**config.mk**
```make
export PLATFORM = sky130hd
export DESIGN_NAME = instr_fetch_unit
export DESIGN_NICKNAME = d
export VERILOG_FILES = /design/src/rtl/mips_pkg.sv /design/src/rtl/ifu_queue.sv /design/src/rtl/instr_fetch_unit.sv
export SDC_FILE = /design/constraint.sdc
export NUM_CORES = 1
export LEC_CHECK = 0
export CORE_ASPECT_RATIO = 1.1
export CORE_UTILIZATION = 35
export DETAILED_ROUTE_END_ITERATION = 10
export GPL_ROUTABILITY_DRIVEN = 0
export HOLD_SLACK_MARGIN = 0.12
export SYNTH_ARGS = -nofsm -noshare
export SYNTH_HDL_FRONTEND = slang
export SYNTH_HIERARCHICAL = 1
export SYNTH_SLANG_ARGS = --single-unit
```
**constraint.sdc**
```tcl
create_clock -name clk -period 19.8 [get_ports clk]
set_input_delay 3.96 -clock clk [delete_from_list [all_inputs] [get_ports clk]]
set_output_delay 3.96 -clock clk [all_outputs]
set_load 0.1 [all_outputs]
```
**src/rtl/mips_pkg.sv**
```systemverilog
// Shared constants and types for the MIPS front end (fetch unit and its queue).
package mips_pkg;

  localparam int WORD_W = 32;
  localparam logic [WORD_W-1:0] PC_INC = 32'd4;

  typedef enum logic {
    RUN   = 1'b0,
    FLUSH = 1'b1
  } ifu_state_t;

  typedef struct packed {
    logic [WORD_W-1:0] instr;
    logic [WORD_W-1:0] pc;
  } ifu_entry_t;

endpackage

```
**src/rtl/ifu_queue.sv**
```systemverilog
// In-order prefetch FIFO of {instr, pc} entries; flush wins over push in the same cycle.
module ifu_queue
  import mips_pkg::*;
#(
  parameter int DEPTH = 4
) (
  input  logic                   clk,
  input  logic                   rst,
  input  logic                   push,
  input  ifu_entry_t             push_data,
  input  logic                   pop,
  input  logic                   flush,
  output ifu_entry_t             head,
  output logic [$clog2(DEPTH):0] count,
  output logic                   empty,
  output logic                   full
);

  localparam int PTR_W = $clog2(DEPTH);
  localparam logic [PTR_W-1:0] PTR_ONE  = PTR_W'(1);
  localparam logic [PTR_W:0]   CNT_ONE  = (PTR_W + 1)'(1);
  localparam logic [PTR_W:0]   CNT_FULL = (PTR_W + 1)'(DEPTH);

  ifu_entry_t       mem [DEPTH];
  logic [PTR_W-1:0] wr_ptr;
  logic [PTR_W-1:0] rd_ptr;
  logic             do_push;
  logic             do_pop;

  assign empty   = (count == '0);
  assign full    = (count == CNT_FULL);
  assign do_pop  = pop && !empty;
  // A pop frees the slot this cycle, so push into a full queue is fine alongside it.
  assign do_push = push && (!full || do_pop);
  assign head    = mem[rd_ptr];

  always_ff @(posedge clk or posedge rst) begin
    if (rst) begin
      wr_ptr <= '0;
      rd_ptr <= '0;
      count  <= '0;
    end else if (flush) begin
      wr_ptr <= '0;
      rd_ptr <= '0;
      count  <= '0;
    end else begin
      if (do_push) wr_ptr <= wr_ptr + PTR_ONE;
      if (do_pop)  rd_ptr <= rd_ptr + PTR_ONE;
      case ({do_push, do_pop})
        2'b10:   count <= count + CNT_ONE;
        2'b01:   count <= count - CNT_ONE;
        default: count <= count;
      endcase
    end
  end

  always_ff @(posedge clk) begin
    if (do_push && !flush) mem[wr_ptr] <= push_data;
  end

endmodule

```
**src/rtl/instr_fetch_unit.sv**
```systemverilog
// Fetch stage: issues requests to a multi-cycle imem, buffers responses, handles redirects.
// Optional IFU_PERF_CNT_EN adds stall/flush performance counters.
module instr_fetch_unit
  import mips_pkg::*;
#(
  parameter int          QUEUE_DEPTH = 4,
  parameter logic [31:0] RESET_PC    = 32'h0000_0000
) (
  input  logic        clk,
  input  logic        rst,
  output logic        imem_req_valid,
  input  logic        imem_req_ready,
  output logic [31:0] imem_req_addr,
  input  logic        imem_rsp_valid,
  input  logic [31:0] imem_rsp_data,
  input  logic        redirect_valid,
  input  logic [31:0] redirect_pc,
  output logic        instr_valid,
  input  logic        instr_ready,
  output logic [31:0] instr,
  output logic [31:0] instr_pc,
  output logic [31:0] instr_pc_plus4
`ifdef IFU_PERF_CNT_EN
  ,
  output logic [31:0] perf_fetch_stall,
  output logic [31:0] perf_flush_cnt
`endif
);

  localparam int PTR_W = $clog2(QUEUE_DEPTH);
  localparam int CNT_W = PTR_W + 1;
  localparam logic [PTR_W-1:0] PTR_ONE = PTR_W'(1);
  localparam logic [CNT_W-1:0] CNT_ONE = CNT_W'(1);
  localparam logic [CNT_W:0]   DEPTH_W = (CNT_W + 1)'(QUEUE_DEPTH);

  ifu_state_t        state;
  logic [WORD_W-1:0] fetch_pc;
  logic [CNT_W-1:0]  outstanding;
  logic [CNT_W-1:0]  drop;
  logic [CNT_W-1:0]  drop_next;
  logic [CNT_W-1:0]  count;
  logic [CNT_W:0]    inflight;
  logic [WORD_W-1:0] pcq [QUEUE_DEPTH];
  logic [PTR_W-1:0]  pcq_wr;
  logic [PTR_W-1:0]  pcq_rd;
  logic              req_fire;
  logic              rsp_take;
  logic              empty;
  logic              full;
  ifu_entry_t        head;
  ifu_entry_t        push_data;
  logic              unused_ok;

  assign unused_ok = &{1'b0, redirect_pc[1:0]};

  // Queue slots are reserved at request time, so a response always finds room.
  assign inflight       = {1'b0, count} + {1'b0, outstanding};
  assign imem_req_valid = !rst && (state == RUN) && !full && (inflight < DEPTH_W);
  assign imem_req_addr  = {fetch_pc[31:2], 2'b00};
  assign req_fire       = imem_req_valid && imem_req_ready;
  assign rsp_take       = imem_rsp_valid && (state == RUN) && !redirect_valid;
  assign push_data      = {imem_rsp_data, pcq[pcq_rd]};

  // Everything still owed by memory at a redirect becomes a response to discard.
  always_comb begin
    drop_next = drop + outstanding;
    if (req_fire) drop_next = drop_next + CNT_ONE;
    if (imem_rsp_valid && (drop_next != '0)) drop_next = drop_next - CNT_ONE;
  end

  always_ff @(posedge clk or posedge rst) begin
    if (rst) begin
      state       <= RUN;
      fetch_pc    <= RESET_PC;
      outstanding <= '0;
      drop        <= '0;
      pcq_wr      <= '0;
      pcq_rd      <= '0;
    end else if (redirect_valid) begin
      state       <= (drop_next != '0) ? FLUSH : RUN;
      fetch_pc    <= {redirect_pc[31:2], 2'b00};
      outstanding <= '0;
      drop        <= drop_next;
      pcq_wr      <= '0;
      pcq_rd      <= '0;
    end else begin
      case (state)
        RUN: begin
          if (req_fire) begin
            fetch_pc <= fetch_pc + PC_INC;
            pcq_wr   <= pcq_wr + PTR_ONE;
          end
          if (rsp_take) pcq_rd <= pcq_rd + PTR_ONE;
          case ({req_fire, rsp_take})
            2'b10:   outstanding <= outstanding + CNT_ONE;
            2'b01:   outstanding <= outstanding - CNT_ONE;
            default: outstanding <= outstanding;
          endcase
        end
        FLUSH: begin
          if (imem_rsp_valid) begin
            drop <= drop - CNT_ONE;
            if (drop == CNT_ONE) state <= RUN;
          end
        end
        default: state <= RUN;
      endcase
    end
  end

  // PC of each request, read back in order when its response returns.
  always_ff @(posedge clk) begin
    if (req_fire && !redirect_valid) pcq[pcq_wr] <= fetch_pc;
  end

  ifu_queue #(
    .DEPTH(QUEUE_DEPTH)
  ) u_queue (
    .clk       (clk),
    .rst       (rst),
    .push      (rsp_take),
    .push_data (push_data),
    .pop       (instr_ready),
    .flush     (redirect_valid),
    .head      (head),
    .count     (count),
    .empty     (empty),
    .full      (full)
  );

  assign instr_valid    = !empty;
  assign instr          = empty ? '0 : head.instr;
  assign instr_pc       = empty ? '0 : head.pc;
  assign instr_pc_plus4 = empty ? '0 : head.pc + PC_INC;

`ifdef IFU_PERF_CNT_EN
  always_ff @(posedge clk or posedge rst) begin
    if (rst) begin
      perf_fetch_stall <= '0;
      perf_flush_cnt   <= '0;
    end else begin
      if (instr_ready && !instr_valid && (perf_fetch_stall != '1))
        perf_fetch_stall <= perf_fetch_stall + 32'd1;
      if (redirect_valid && (perf_flush_cnt != '1))
        perf_flush_cnt <= perf_flush_cnt + 32'd1;
    end
  end
`endif

endmodule

```
==> flow_summary.toml <==
[floorplanning]
core_box_area_mm2 = 0.05036
die-area_mm2 = 0.05208
initial_core_util_pct = 35.56
die-width_um = 217.7
pin_count = 200
dieHeight_um = 239.2
rows = 86

[finish]
fin_cells = 1938
signed_area_change_from_the_synthesized_netlist_to_the_final_layout_pct = 22.92
post_route_cells_drive_above_1_share_pct = 15.02
num_antenna_cells = 0
finish.net_count = 1338

[cts]
cts_hold_repair_buffers = 0
postCtsResizedCells = 0
clock_sinks = 424
cts-root-to-sink-buffers = 3
cell_at_the_root_of_the_clock_tree = "sky130_fd_sc_hd__clkbuf_16"
cts_post_setup_buffers_inserted = 0
clock_buffers_created_by_tritoncts = 44
clock_tree.htree_level_count = 2
tritoncts = "yes"
clk_transition_reported_paths_ns = 0.06
clk_latency_worst_skew_pair_ns = 0.58

[global_route]
global_route.usage.total_pct = 14.92
grt_residual_overflow = 0
grt_max_degree = 89
grt_pass1_vias = 10080
grt_first_pass_wirelength_um = 58620
antenna_found_initial = 0

[critical_path]
worstPathArrival_ns = 6.41
regToRegSetupSlack_ns = 15.97
crit_family = "buffers and inverters"
crit-reg2reg-launch = "state"
crit_path_frequent_cell = "sky130_fd_sc_hd__clkdlybuf4s50_1"
reg2reg_to = "u_queue/mem[1][47]"
worst-endpoint-required_ns = 15.84
rr_worst_depth = 5
timing.critical_path.fanout_max = 4
critical_path_class = "input port to primary output"
crit_slowest_cell = "sky130_fd_sc_hd__clkdlybuf4s50_1"
critPathBufInv = 2
timing.critical_path.slowest_cell_delay_ns = 1.17
setup.worst_path.end_class = "primary output"
startpoint_type = "input port"
timing.critical_path.cells = "clkdlybuf4s50_1, or4_4, nor3_1, clkdlybuf4s50_1"

[logic_synthesis]
postSynthRegisterBits = 424
cell_area_after_synthesis_mm2 = 0.01791
syn-mean-instance-area_um2 = 17.25
synth_cells = 1038
yosysWarningCount = 6
synth_largest_type_area_fraction_pct = 63.05
ys_types = 54
synth_top_cells_by_area = "sky130_fd_sc_hd__edfxtp_1, sky130_fd_sc_hd__mux4_2, sky130_fd_sc_hd__dfrtp_1"
synth.largest_area_cell = "sky130_fd_sc_hd__edfxtp_1"
ys_seq_area_share_pct = 69.75

[timing]
timing.final.crit_period_ns = 10.37
timing.max_slew.rel_slack_pct = 24.99
setup_repair_after_global_routing_missed_its_margin = "no"
clock.fmax_mhz = 96.43
hold_violations = 0
fin_tns_setup_ns = 0
final-max-slew-violation-count = 0
max_slew.worst_pin.slew_ns = 1.119
timing.final.setup_violations = 0
period_share_pct = 52.38
worst_clock_skew_ns = 0.01553

[detailed_routing]
routed_wl_um = 38200
detailedRoute.firstIterationViolations = 622
vias_per_cell = 5.002
post-route-drc-count = 0
wl_per_cell_um = 19.71
total_number_of_vias = 9693
dr.pass1.iters = 4
ant_nets = 0

[placed_design]
post-dp-hpwl_um = 23530
placed_cells_incl_taps = 1861
io_buffers = 195

[hold_path]
hold_path_class = "flip-flop to flip-flop"
hold-path-endpoint = "drop[1]"
hp-start = "drop[1]"
worstHoldPathCells = 2

[run_status]
run_status = "completed"

[job]
cap_viol_max_count = 0

[power]
vdd_ir_drop_max_v = 0.00007089
power_density_relative_to_cell_area_mw_per_mm2 = 102.5
power.leakage_nw = 6.962
Yosys cell counts (all sizes together):
cell     count
a311o        1
inv         19
o22a         1
nor4        18
nand4       19
and2         7
ha          18
xor2        32
a211oi       1
mux2i        6
xnor2       40
dfrtp       48
or2          2
nor3b        6
o21a         1
nor4b        2
mux4        94
a31oi        1
nand2       51
nor3         8
nand2b       6
a21oi        6
nand3       28
o311ai       1
or3b         1
nand3b       1
nor4bb       1
o2111ai      2
and3         9
nor2b       65
or3          2
and4        11
o31ai        1
edfxtp     376
clkbuf      23
o21bai       2
buf         28
mux2         5
or4          2
conb         1
nor2        56
o221ai       1
and2b        1
fa           3
o21ai       31
state kept, by name, summed over array words and instances, names as in the netlist:
register        flops
u_queue/count       3
state               1
pcq               120
u_queue/wr_ptr      2
u_queue/mem       256
drop                3
pcq_wr              2
outstanding         3
u_queue/rd_ptr      2
pcq_rd              2
fetch_pc           30
worst min-delay path: cells and delay by family (launching register included):
family	cells	cell delay, ns
flip-flops	1	0.34
AO/OA/AOI/OAI	2	0.16
cell families after synthesis:
logic type      after synthesis  synth area share [%]
fa+ha+maj                    21                 1.593
flops                       424                 69.75
mux                         105                 12.49
buf+inv                      70                 1.782
simple gates                296                 9.257
compound gates               49                 1.579
xor+xnor                     72                 3.521
other cells                   1               0.02094
routing by layer:
metal / vias to the layer above / GRT usage (%) / wire length, um
met5: - / 0 / 0
met4: 0 / 5.762 / 1081
met3: 61 / 2.578 / 1909
met2: 255 / 24.01 / 17940
met1: 4944 / 20.16 / 17270
li1: 4433 / - / -
cell type report:
cell class / count / area, um^2
Tap cell: 660 / 825.8
Timing Repair Buffer: 205 / 2022
Inverter: 19 / 71.32
Multi-Input combinational cell: 553 / 5161
Sequential cell: 424 / 12500
Fill cell: 4513 / 28350
Clock buffer: 50 / 1124
Clock inverter: 27 / 309.0
how the worst max path moves through the flow:
stage | end | depth (start not counted) | slack, ns | start
detailed placement | imem_req_valid | 4 | 9.42 | rst
global route | imem_req_valid | 4 | 9.35 | rst
CTS | imem_req_valid | 4 | 9.39 | rst
floorplan | imem_req_valid | 2 | 9.31 | rst
global placement | imem_req_valid | 4 | 9.39 | rst
finish | imem_req_valid | 4 | 9.43 | rst
per-stage QoR:
step | power (W) | utilization [%] | hold slack [ns] | setup WS (ns) | cell area (um^2)
6_report | 0.002256 | 43.71 | 0.5422 | 9.429 | 22010
2_1_floorplan | 0.001350 | - | 0.5094 | 9.306 | 17940
4_1_cts | 0.002288 | 43.71 | 0.5487 | 9.393 | 22010
3_5_place_dp | 0.001455 | 40.87 | 0.5344 | 9.418 | 20580
3_3_place_gp | 0.001449 | 40.87 | 0.5218 | 9.391 | 20580
5_1_grt | 0.002343 | 43.71 | 0.5847 | 9.353 | 22010
placed cells by master, fill, tap and decap left out, types with 3 or more instances in the layout:
| cell type | n |
|---|---|
| sky130_fd_sc_hd__edfxtp_1 | 376 |
| sky130_fd_sc_hd__clkdlybuf4s50_1 | 194 |
| sky130_fd_sc_hd__mux4_2 | 94 |
| sky130_fd_sc_hd__nor2b_1 | 65 |
| sky130_fd_sc_hd__nor2_1 | 56 |
| sky130_fd_sc_hd__nand2_1 | 51 |
| sky130_fd_sc_hd__clkbuf_16 | 44 |
| sky130_fd_sc_hd__dfrtp_1 | 44 |
| sky130_fd_sc_hd__xnor2_1 | 40 |
| sky130_fd_sc_hd__xor2_1 | 32 |
| sky130_fd_sc_hd__nand3_1 | 28 |
| sky130_fd_sc_hd__o21ai_0 | 24 |
| sky130_fd_sc_hd__inv_1 | 19 |
| sky130_fd_sc_hd__nand4_1 | 18 |
| sky130_fd_sc_hd__ha_1 | 18 |
| sky130_fd_sc_hd__nor4_1 | 14 |
| sky130_fd_sc_hd__and4_1 | 11 |
| sky130_fd_sc_hd__clkinv_1 | 11 |
| sky130_fd_sc_hd__conb_1 | 10 |
| sky130_fd_sc_hd__buf_4 | 10 |
| sky130_fd_sc_hd__and3_1 | 9 |
| sky130_fd_sc_hd__nor3_1 | 7 |
| sky130_fd_sc_hd__o21ai_1 | 7 |
| sky130_fd_sc_hd__nand2b_1 | 6 |
| sky130_fd_sc_hd__a21oi_1 | 6 |
| sky130_fd_sc_hd__mux2i_1 | 6 |
| sky130_fd_sc_hd__bufinv_16 | 6 |
| sky130_fd_sc_hd__clkbuf_1 | 6 |
| sky130_fd_sc_hd__clkinv_2 | 5 |
| sky130_fd_sc_hd__mux2_2 | 4 |
| sky130_fd_sc_hd__and2_2 | 4 |
| sky130_fd_sc_hd__nor3b_2 | 4 |
| sky130_fd_sc_hd__nor4_4 | 3 |
| sky130_fd_sc_hd__and2_1 | 3 |
| sky130_fd_sc_hd__fa_1 | 3 |
| sky130_fd_sc_hd__inv_6 | 3 |
| sky130_fd_sc_hd__dfrtp_2 | 3 |
report_power, final:
| part | internal [W] | switching (W) | leakage, nW |
|---|---|---|---|
| clock | 0.000487 | 0.000337 | 0.701 |
| sequential | 0.00101 | 0.0000320 | 3.99 |
| combinational | 0.000129 | 0.000256 | 2.28 |
| total | 0.00163 | 0.000625 | 6.96 |
(Power assumes the default switching activity.)
